File: config.mk
export PLATFORM = sky130hd
export DESIGN_NAME = psc_packet_rx
export DESIGN_NICKNAME = d
export VERILOG_FILES = /design/src/rtl/psc_packet_rx.sv
export SDC_FILE = /design/constraint.sdc
export NUM_CORES = 1
export LEC_CHECK = 0
export BUFFER_PORTS_ARGS = -buffer_cell sky130_fd_sc_hd__clkbuf_2
export CAP_MARGIN = 20
export CORE_UTILIZATION = 56
export DETAILED_ROUTE_END_ITERATION = 6
export GPL_TIMING_DRIVEN = 0
export PLACE_DENSITY = 0.89
export SLEW_MARGIN = 40
export SYNTH_ARGS = -nofsm -noshare
export SYNTH_HDL_FRONTEND = slang
export SYNTH_SLANG_ARGS = --single-unit
File: constraint.sdc
create_clock -name clk_i -period 2.95 [get_ports clk_i]
set_input_delay 0.59 -clock clk_i [delete_from_list [all_inputs] [get_ports clk_i]]
set_output_delay 0.59 -clock clk_i [all_outputs]
set_load 0.01 [all_outputs]
File: src/rtl/psc_packet_rx.sv
// psc_packet_rx: PSC link receive framer (SOP, status, addr x2, data x4, CRC, EOP).
// Optional CRC-8 check of bytes 1..7 against byte 8 when PSC_RX_CRC_CHECK_EN is defined.
module psc_packet_rx #(
  parameter logic [7:0]  SOP_BYTE     = 8'h3C,
  parameter logic [7:0]  EOP_BYTE     = 8'hBC,
  parameter logic [15:0] TRIGGER_ADDR = 16'h7000,
  parameter logic [15:0] IDLE_ADDR    = 16'h4000,
  parameter int unsigned TIMEOUT      = 64
) (
  input  logic        clk_i,
  input  logic        reset_i,
  input  logic        rx_valid_i,
  input  logic [7:0]  rx_byte_i,
  input  logic        rx_is_k_i,
  output logic        pkt_valid_o,
  output logic [7:0]  pkt_status_o,
  output logic [15:0] pkt_addr_o,
  output logic [31:0] pkt_data_o,
  output logic        trigger_out_o,
  output logic        idle_seen_o,
  output logic        frame_err_o,
  output logic [15:0] err_count_o
);

  localparam int unsigned TW = $clog2(TIMEOUT + 1);
  localparam logic [TW-1:0] TO_LAST = TW'(TIMEOUT - 1);

  typedef enum logic [1:0] {
    S_HUNT = 2'd0,
    S_BODY = 2'd1,
    S_EOP  = 2'd2
  } state_t;

  state_t        state_q, state_d;
  logic [3:0]    idx_q, idx_d;
  logic [TW-1:0] cnt_q, cnt_d;
  logic [55:0]   body_q, body_d;
  logic          commit, err, crc_ok, sop;

  logic        pkt_valid_q, trig_q, idle_q, ferr_q;
  logic [7:0]  status_q;
  logic [15:0] addr_q, errcnt_q;
  logic [31:0] data_q;

  assign sop = rx_valid_i && rx_is_k_i && (rx_byte_i == SOP_BYTE);

`ifdef PSC_RX_CRC_CHECK_EN
  logic [7:0] crc_q, crc_rx_q;

  // CRC-8, poly 0x07, MSB-first
  function automatic logic [7:0] crc8_step(input logic [7:0] crc, input logic [7:0] b);
    logic [7:0] c;
    c = crc;
    for (int i = 7; i >= 0; i--) begin
      c = (c[7] ^ b[i]) ? ({c[6:0], 1'b0} ^ 8'h07) : {c[6:0], 1'b0};
    end
    return c;
  endfunction

  always_ff @(posedge clk_i) begin
    if (reset_i) begin
      crc_q    <= 8'h00;
      crc_rx_q <= 8'h00;
    end else if (sop) begin
      crc_q <= 8'h00;
    end else if (state_q == S_BODY && rx_valid_i && !rx_is_k_i) begin
      if (idx_q == 4'd8) crc_rx_q <= rx_byte_i;
      else               crc_q    <= crc8_step(crc_q, rx_byte_i);
    end
  end

  assign crc_ok = (crc_q == crc_rx_q);
`else
  assign crc_ok = 1'b1;
`endif

  always_comb begin
    state_d = state_q;
    idx_d   = idx_q;
    cnt_d   = cnt_q;
    body_d  = body_q;
    commit  = 1'b0;
    err     = 1'b0;
    case (state_q)
      S_HUNT: begin
        cnt_d = '0;
        if (sop) begin
          state_d = S_BODY;
          idx_d   = 4'd1;
        end
      end
      S_BODY, S_EOP: begin
        if (!rx_valid_i) begin
          if (cnt_q == TO_LAST) begin
            err     = 1'b1;
            state_d = S_HUNT;
            cnt_d   = '0;
          end else begin
            cnt_d = cnt_q + 1'b1;
          end
        end else begin
          cnt_d = '0;
          if (sop) begin
            // a fresh SOP aborts the current packet but starts a new one
            err     = 1'b1;
            state_d = S_BODY;
            idx_d   = 4'd1;
          end else if (state_q == S_BODY) begin
            if (rx_is_k_i) begin
              err     = 1'b1;
              state_d = S_HUNT;
            end else begin
              if (idx_q != 4'd8) body_d = {body_q[47:0], rx_byte_i};
              if (idx_q == 4'd8) state_d = S_EOP;
              else               idx_d   = idx_q + 4'd1;
            end
          end else begin
            state_d = S_HUNT;
            if (rx_is_k_i && rx_byte_i == EOP_BYTE && crc_ok) commit = 1'b1;
            else                                               err    = 1'b1;
          end
        end
      end
      default: state_d = S_HUNT;
    endcase
  end

  always_ff @(posedge clk_i) begin
    if (reset_i) begin
      state_q     <= S_HUNT;
      idx_q       <= 4'd0;
      cnt_q       <= '0;
      body_q      <= '0;
      pkt_valid_q <= 1'b0;
      trig_q      <= 1'b0;
      idle_q      <= 1'b0;
      ferr_q      <= 1'b0;
      status_q    <= 8'h00;
      addr_q      <= 16'h0000;
      data_q      <= 32'h0;
      errcnt_q    <= 16'h0000;
    end else begin
      state_q     <= state_d;
      idx_q       <= idx_d;
      cnt_q       <= cnt_d;
      body_q      <= body_d;
      pkt_valid_q <= commit;
      trig_q      <= commit && (body_q[47:32] == TRIGGER_ADDR);
      idle_q      <= commit && (body_q[47:32] == IDLE_ADDR);
      ferr_q      <= err;
      if (commit) begin
        status_q <= body_q[55:48];
        addr_q   <= body_q[47:32];
        data_q   <= body_q[31:0];
      end
      if (err && errcnt_q != 16'hFFFF) errcnt_q <= errcnt_q + 16'd1;
    end
  end

  assign pkt_valid_o   = pkt_valid_q;
  assign pkt_status_o  = status_q;
  assign pkt_addr_o    = addr_q;
  assign pkt_data_o    = data_q;
  assign trigger_out_o = trig_q;
  assign idle_seen_o   = idle_q;
  assign frame_err_o   = ferr_q;
  assign err_count_o   = errcnt_q;

endmodule
### Word-level counts from Yosys, hierarchy flattened

Index checks and enable logic that the tools add are counted.

| storage, ports and cells | value |
|---|---|
| logic and storage cells | 76 |
| flip-flop bits (word level) | 145 |

| operators by class | value |
|---|---|
| reductions and logical operators | 12 |
| add/sub/neg operators | 3 |
| muxes and demuxes | 30 |
| equal/unequal tests | 17 |
| bitwise gates (word level) | 2 |

Operators by type and width:

| cell | count |
|---|---|
| $eq 16x15->1 const B | 2 |
| $mux 4 | 6 |
| $add 16x1->16 const B | 1 |
| $ne 16x16->1 const B | 1 |
| $mux 2 | 7 |
| $mux 7 | 2 |
| $pmux 7 s2 | 1 |
| $mux 1 | 12 |
| $ne 3x3->1 const B | 4 |
| $reduce_and 6->1 | 2 |
| $eq 8x6->1 const B | 1 |
| $eq 8x8->1 const B | 1 |
| $pmux 4 s2 | 1 |
| $add 7x1->7 const B | 1 |
| $eq 7x6->1 const B | 1 |
| $logic_and 1x1->1 | 6 |
| $ne 6x6->1 const B | 1 |
| $add 4x1->4 const B | 1 |
| $eq 4x4->1 const B | 1 |
| $ne 2x2->1 const B | 2 |
| $ne 4x4->1 const B | 1 |
| $pmux 2 s2 | 1 |
| $reduce_and 3->1 | 1 |
| $eq 2x1->1 const B | 1 |
| other kinds (5) | 6 |

### Longest topological paths before layout

| logic depth | value |
|---|---|
| depth after elaboration | 8 |
| gate-level depth with buffers | 10 |

### Worst setup path before layout

Ideal clock, no wire load.

| timing path | value |
|---|---|
| path kind | input port to flip-flop |
| start | input port rx_byte_i[0] |
| end | register addr_q[0], in the netlist pkt_addr_o[0] |
| slack | 0.554 ns |
| data arrival time | 2.264 ns |
| buffers on the path | 3 |
| stages | 8 |
| cells stage by stage | or3b_1 -> or4_1 -> buf_2 -> or2_1 -> buf_6 -> buf_6 -> nand2_1 -> a21oi_1 |

| on the way | value |
|---|---|
| cells in the longest elaborated chain, start to end | 7 |
| elaborated cells on any way between the ends | 9 |
| those cells by class | eq/ne: 2; mux: 5; reduce/logical: 2 |

RTL lines:

| item | line | RTL |
|---|---|---|
| start, declared | 13 | `input logic [7:0] rx_byte_i,` |
| $eq 8x8->1 | 119 | `if (rx_is_k_i && rx_byte_i == EOP_BYTE && crc_ok) commit = 1'b1;` |
| $logic_and 1x1->1 | 119 |  |
| $mux 1 | 119 |  |
| $mux 1 | 108 | `end else if (state_q == S_BODY) begin` |
| $mux 1 * | 103 | `if (sop) begin` |
| $mux 1 * | 93 | `if (!rx_valid_i) begin` |
| $mux 1 * | 84 | `case (state_q)` |
| end signal, assigned | 153 | `addr_q <= body_q[47:32];` |
| end, declared | 42 | `logic [15:0] addr_q, errcnt_q;` |

Every way passes the cells marked *; elsewhere a longest branch is shown, timed or not.
A chain may end at the register's enable or synchronous reset.

### Final worst setup path

| timing path | value |
|---|---|
| start | register state_q[0] |
| end | register body_q[22] |

| on the way | value |
|---|---|
| cells in the longest elaborated chain, start to end | 3 |
| elaborated cells on any way between the ends | 4 |
| those cells by class | eq/ne: 2; reduce/logical: 2 |

RTL lines:

| item | line | RTL |
|---|---|---|
| start, declared | 34 | `state_t state_q, state_d;` |
| start signal, assigned | 143 | `state_q <= state_d;` |
| $eq 2x1->1 or $eq 2x2->1 (tied branches) | 84, 108 |  |
| $reduce_or 2->1 | 84 |  |
| $reduce_and 6->1 (no line) * | - |  |
| end signal, assigned | 146 | `body_q <= body_d;` |
| end, declared | 37 | `logic [55:0] body_q, body_d;` |

Marked as above.

==> flow_summary.ini <==
[timing]
rsz0062_at_grt = no
setup_violations = 0
final_hold_viol_count = 0
slew_headroom_pct = 59.4
fin_crit_sh_pct = 91.8
fmax_mhz = 369
finalClockSkew_ns = 0.00735
tns_ns = 0
whs_ns = 0.289
min_period_ns = 2.71
worstMarginPinSlew_ns = 0.608
drv_slew = 0

[die]
initial_utilization_pct = 57.4
die_y_um = 102
core.rowCount = 36
die_w_um = 102
fp.coreArea_mm2 = 0.00968
ios = 88
dieArea_mm2 = 0.0103

[finish]
final_cell_mix = 239 x nand2_1, 145 x dfxtp_1, 125 x a21oi_1
final_nets = 814
fin_util_pct = 70.3
area_growth_pct = 22.5
drive_above_1_share_pct = 17.2
n_fill_cell = 714
antennaDiodeCount = 0
final_common_cell = nand2_1
multi_input_area_mm2 = 0.00241
regArea_mm2 = 0.00290

[route]
ant_nets = 0
dr.first_iter.drc_count = 346
wl_per_cell_um = 14.8
drt-pass1-iter-count = 5
drc = 0
num_vias = 5271
viasPerCell = 5.60
routed_wirelength_um = 14000

[worst_hold_path]
holdPathStages = 3
hp-class = input port to register

[worst_setup_path]
required_ns = 3.40
critical_path_buf_inv_count = 3
rr_worst_depth = 8
crit_slowest_cell = ha_1
crit_family = buffers and inverters
max_stage_delay_ns = 0.47
crit_path_max_fanout = 10
start_kind = register
crit_cells = 8
cp.arrival_ns = 3.15
crit_type = register to register
critPathCaptureType = register
cp_cell_sequence = inv_1 -> ha_1 -> and4b_1 -> o21a_1 -> clkbuf_1 -> buf_1 -> nand2_1 -> a21oi_1

[global_routing]
grt_first_pass_wirelength_um = 22700
grt_pass1_vias = 4862
grt_overflow_total = 0
antenna_found_initial = 0
grt_start_max_net_pins = 17
grt_use_total_pct = 28.4

[logic_synthesis]
async_flop_share_pct = 0
ys_warn_count = 0
yosysSeqAreaShare_pct = 52.2
ys_types = 51
synth_nets = 709
synth_compound_area_share_pct = 14.8
synthCells = 690
ys.flop_type = dfxtp_1
synth_edf_count = 0
synth_top_family_by_area = simple AND/OR/NAND/NOR gates
muxShareOfSynthArea_pct = 0.765
synthXorXnorAreaFrac_pct = 1.10
synth_seq_cells = 145
synthSimpleGateAreaFrac_pct = 24.9
syn-cell-area_mm2 = 0.00556
synth-adder-area-share_pct = 1.58
synth_area_per_cell_um2 = 8.06

[place]
dp_hpwl_um = 9360
gp_congestion = 0.910
io_buffers = 87

[clocking]
root_buffer = clkbuf_8
clk_latency_ns = 0.54
h-tree-depth = 4
cts_sinks = 145
cts_setup_buffers = 0
cts_tree = yes
cts-buffers-inserted = 17
clock_path_buffers = 2
clkTransAtPathRegs_ns = 0.06

[power_and_ir_drop]
combinationalPowerShare_pct = 1.3
internal_power_mw = 3.44
p_leak_nw = 2.47
powerDensity_mw_per_mm2 = 640
swShare_pct = 21.1
pwr-share-clk_pct = 53.8
power.switching_mw = 0.919
ir_worst_vdd_mv = 0.417
seqPwrFrac_pct = 44.9

[run_status]
status = finished clean

[flow_run]
maxCapViolations = 0
[metal layers]
| layer | vias up | GRT usage, % | share of wire, % |
|---|---|---|---|
| li1 | 2531 | - | - |
| met1 | 2466 | 34.3 | 42 |
| met2 | 230 | 47.3 | 49 |
| met3 | 44 | 6.90 | 6.6 |
| met4 | 0 | 14.3 | 3.0 |
| met5 | - | 0 | 0 |
[area by class of cell]
class	instances	area share [%]
flip-flops and latches	145	42.6
clock buffers	17	6.08
well taps	133	2.44
plain buffers	42	3.20
repair buffers	87	6.39
clock inverters	15	3.38
inverters	9	0.496
multi-input cells	493	35.4
[power by group through the flow]
| stage | Combinational (mW) | Clock [mW] | Sequential (mW) |
|---|---|---|---|
| finish | 0.0569 | 2.34 | 1.96 |
| global route | 0.0623 | 2.43 | 1.96 |
| CTS | 0.0559 | 2.34 | 1.96 |
| detailed placement | 0.0558 | 0 | 2.00 |
| global placement | 0.0533 | 0 | 2.00 |
| floorplan | 0.0314 | 0 | 2.00 |
[synthesized netlist by cell type (2+ instances only)]
master    number  area share (%)
nand2_1      239              16
dfxtp_1      145              52
a21oi_1      125              11
clkbuf_1      28             1.9
nor2_1        19             1.3
inv_1          9            0.61
nand4_1        8            0.90
or3_1          8            0.90
ha_1           7             1.6
nand3_1        7            0.63
nor4_1         7            0.79
o21ai_0        7            0.63
buf_4          5            0.68
buf_6          5             1.0
nand4b_1       5            0.79
nor2b_1        5            0.56
o21ai_1        5            0.45
xor2_1         5            0.79
and3_1         4            0.45
nor3_1         4            0.36
buf_2          3            0.27
o21a_1         3            0.41
or2_2          3            0.34
buf_1          2            0.14
mux2_1         2            0.41
mux2i_1        2            0.36
nor4b_1        2            0.32
or4_1          2            0.27
xnor2_1        2            0.32
[stage by stage]
step | total power, mW | setup slack [ns] | cell area, µm² | std cells
after global placement | 2.05 | 0.289 | 6160 | 910
after floorplan | 2.03 | 0.554 | 5560 | 690
after CTS | 4.36 | 0.130 | 6810 | 942
after detailed placement | 2.06 | 0.0981 | 6160 | 910
final | 4.36 | 0.243 | 6810 | 941
after global routing | 4.45 | 0.0555 | 6810 | 941
[worst min-delay path, delay by kind of cell]
family                 cells  cell delay [ns]
and+or+nand+nor            1             0.05
buffers and inverters      1             0.08
AOI/OAI and AO/OA          1             0.05
[worst paths after layout]
| path | to | from | slack (ns) |
|---|---|---|---|
| hold / removal | body_q[2] | rx_byte_i[2] | 0.29 |
| hold reg to reg | pkt_data_o[16] | pkt_data_o[16] | 0.45 |
| setup reg to reg | body_q[22] | state_q[0] | 0.24 |
| setup / recovery | body_q[22] | state_q[0] | 0.24 |
[repair_timing]
item / in CTS / in global routing
gates resized for setup: 1 / 0
gates cloned: 0 / 0
hold buffers: 0 / 0
endpoints found under the setup margin: 1 / 11
hold endpoints to repair: 0 / 0
[kinds of logic after synthesis]
group,Yosys count
AND/OR/NAND/NOR,322
AO/OA/AOI/OAI,153
flip-flops,145
buffers and inverters,52
XOR/XNOR,7
adder cells (fa/ha/maj),7
multiplexers,4
[flip-flops by register name, summed over array words and instances, names as in the netlist]
name / count
pkt_addr_o: 16
cnt_q: 7
frame_err_o: 1
err_count_o: 16
body_q: 56
idx_q: 4
pkt_valid_o: 1
state_q: 2
trigger_out_o: 1
pkt_data_o: 32
pkt_status_o: 8
idle_seen_o: 1
Note: power is estimated with default switching activity, not from simulation.
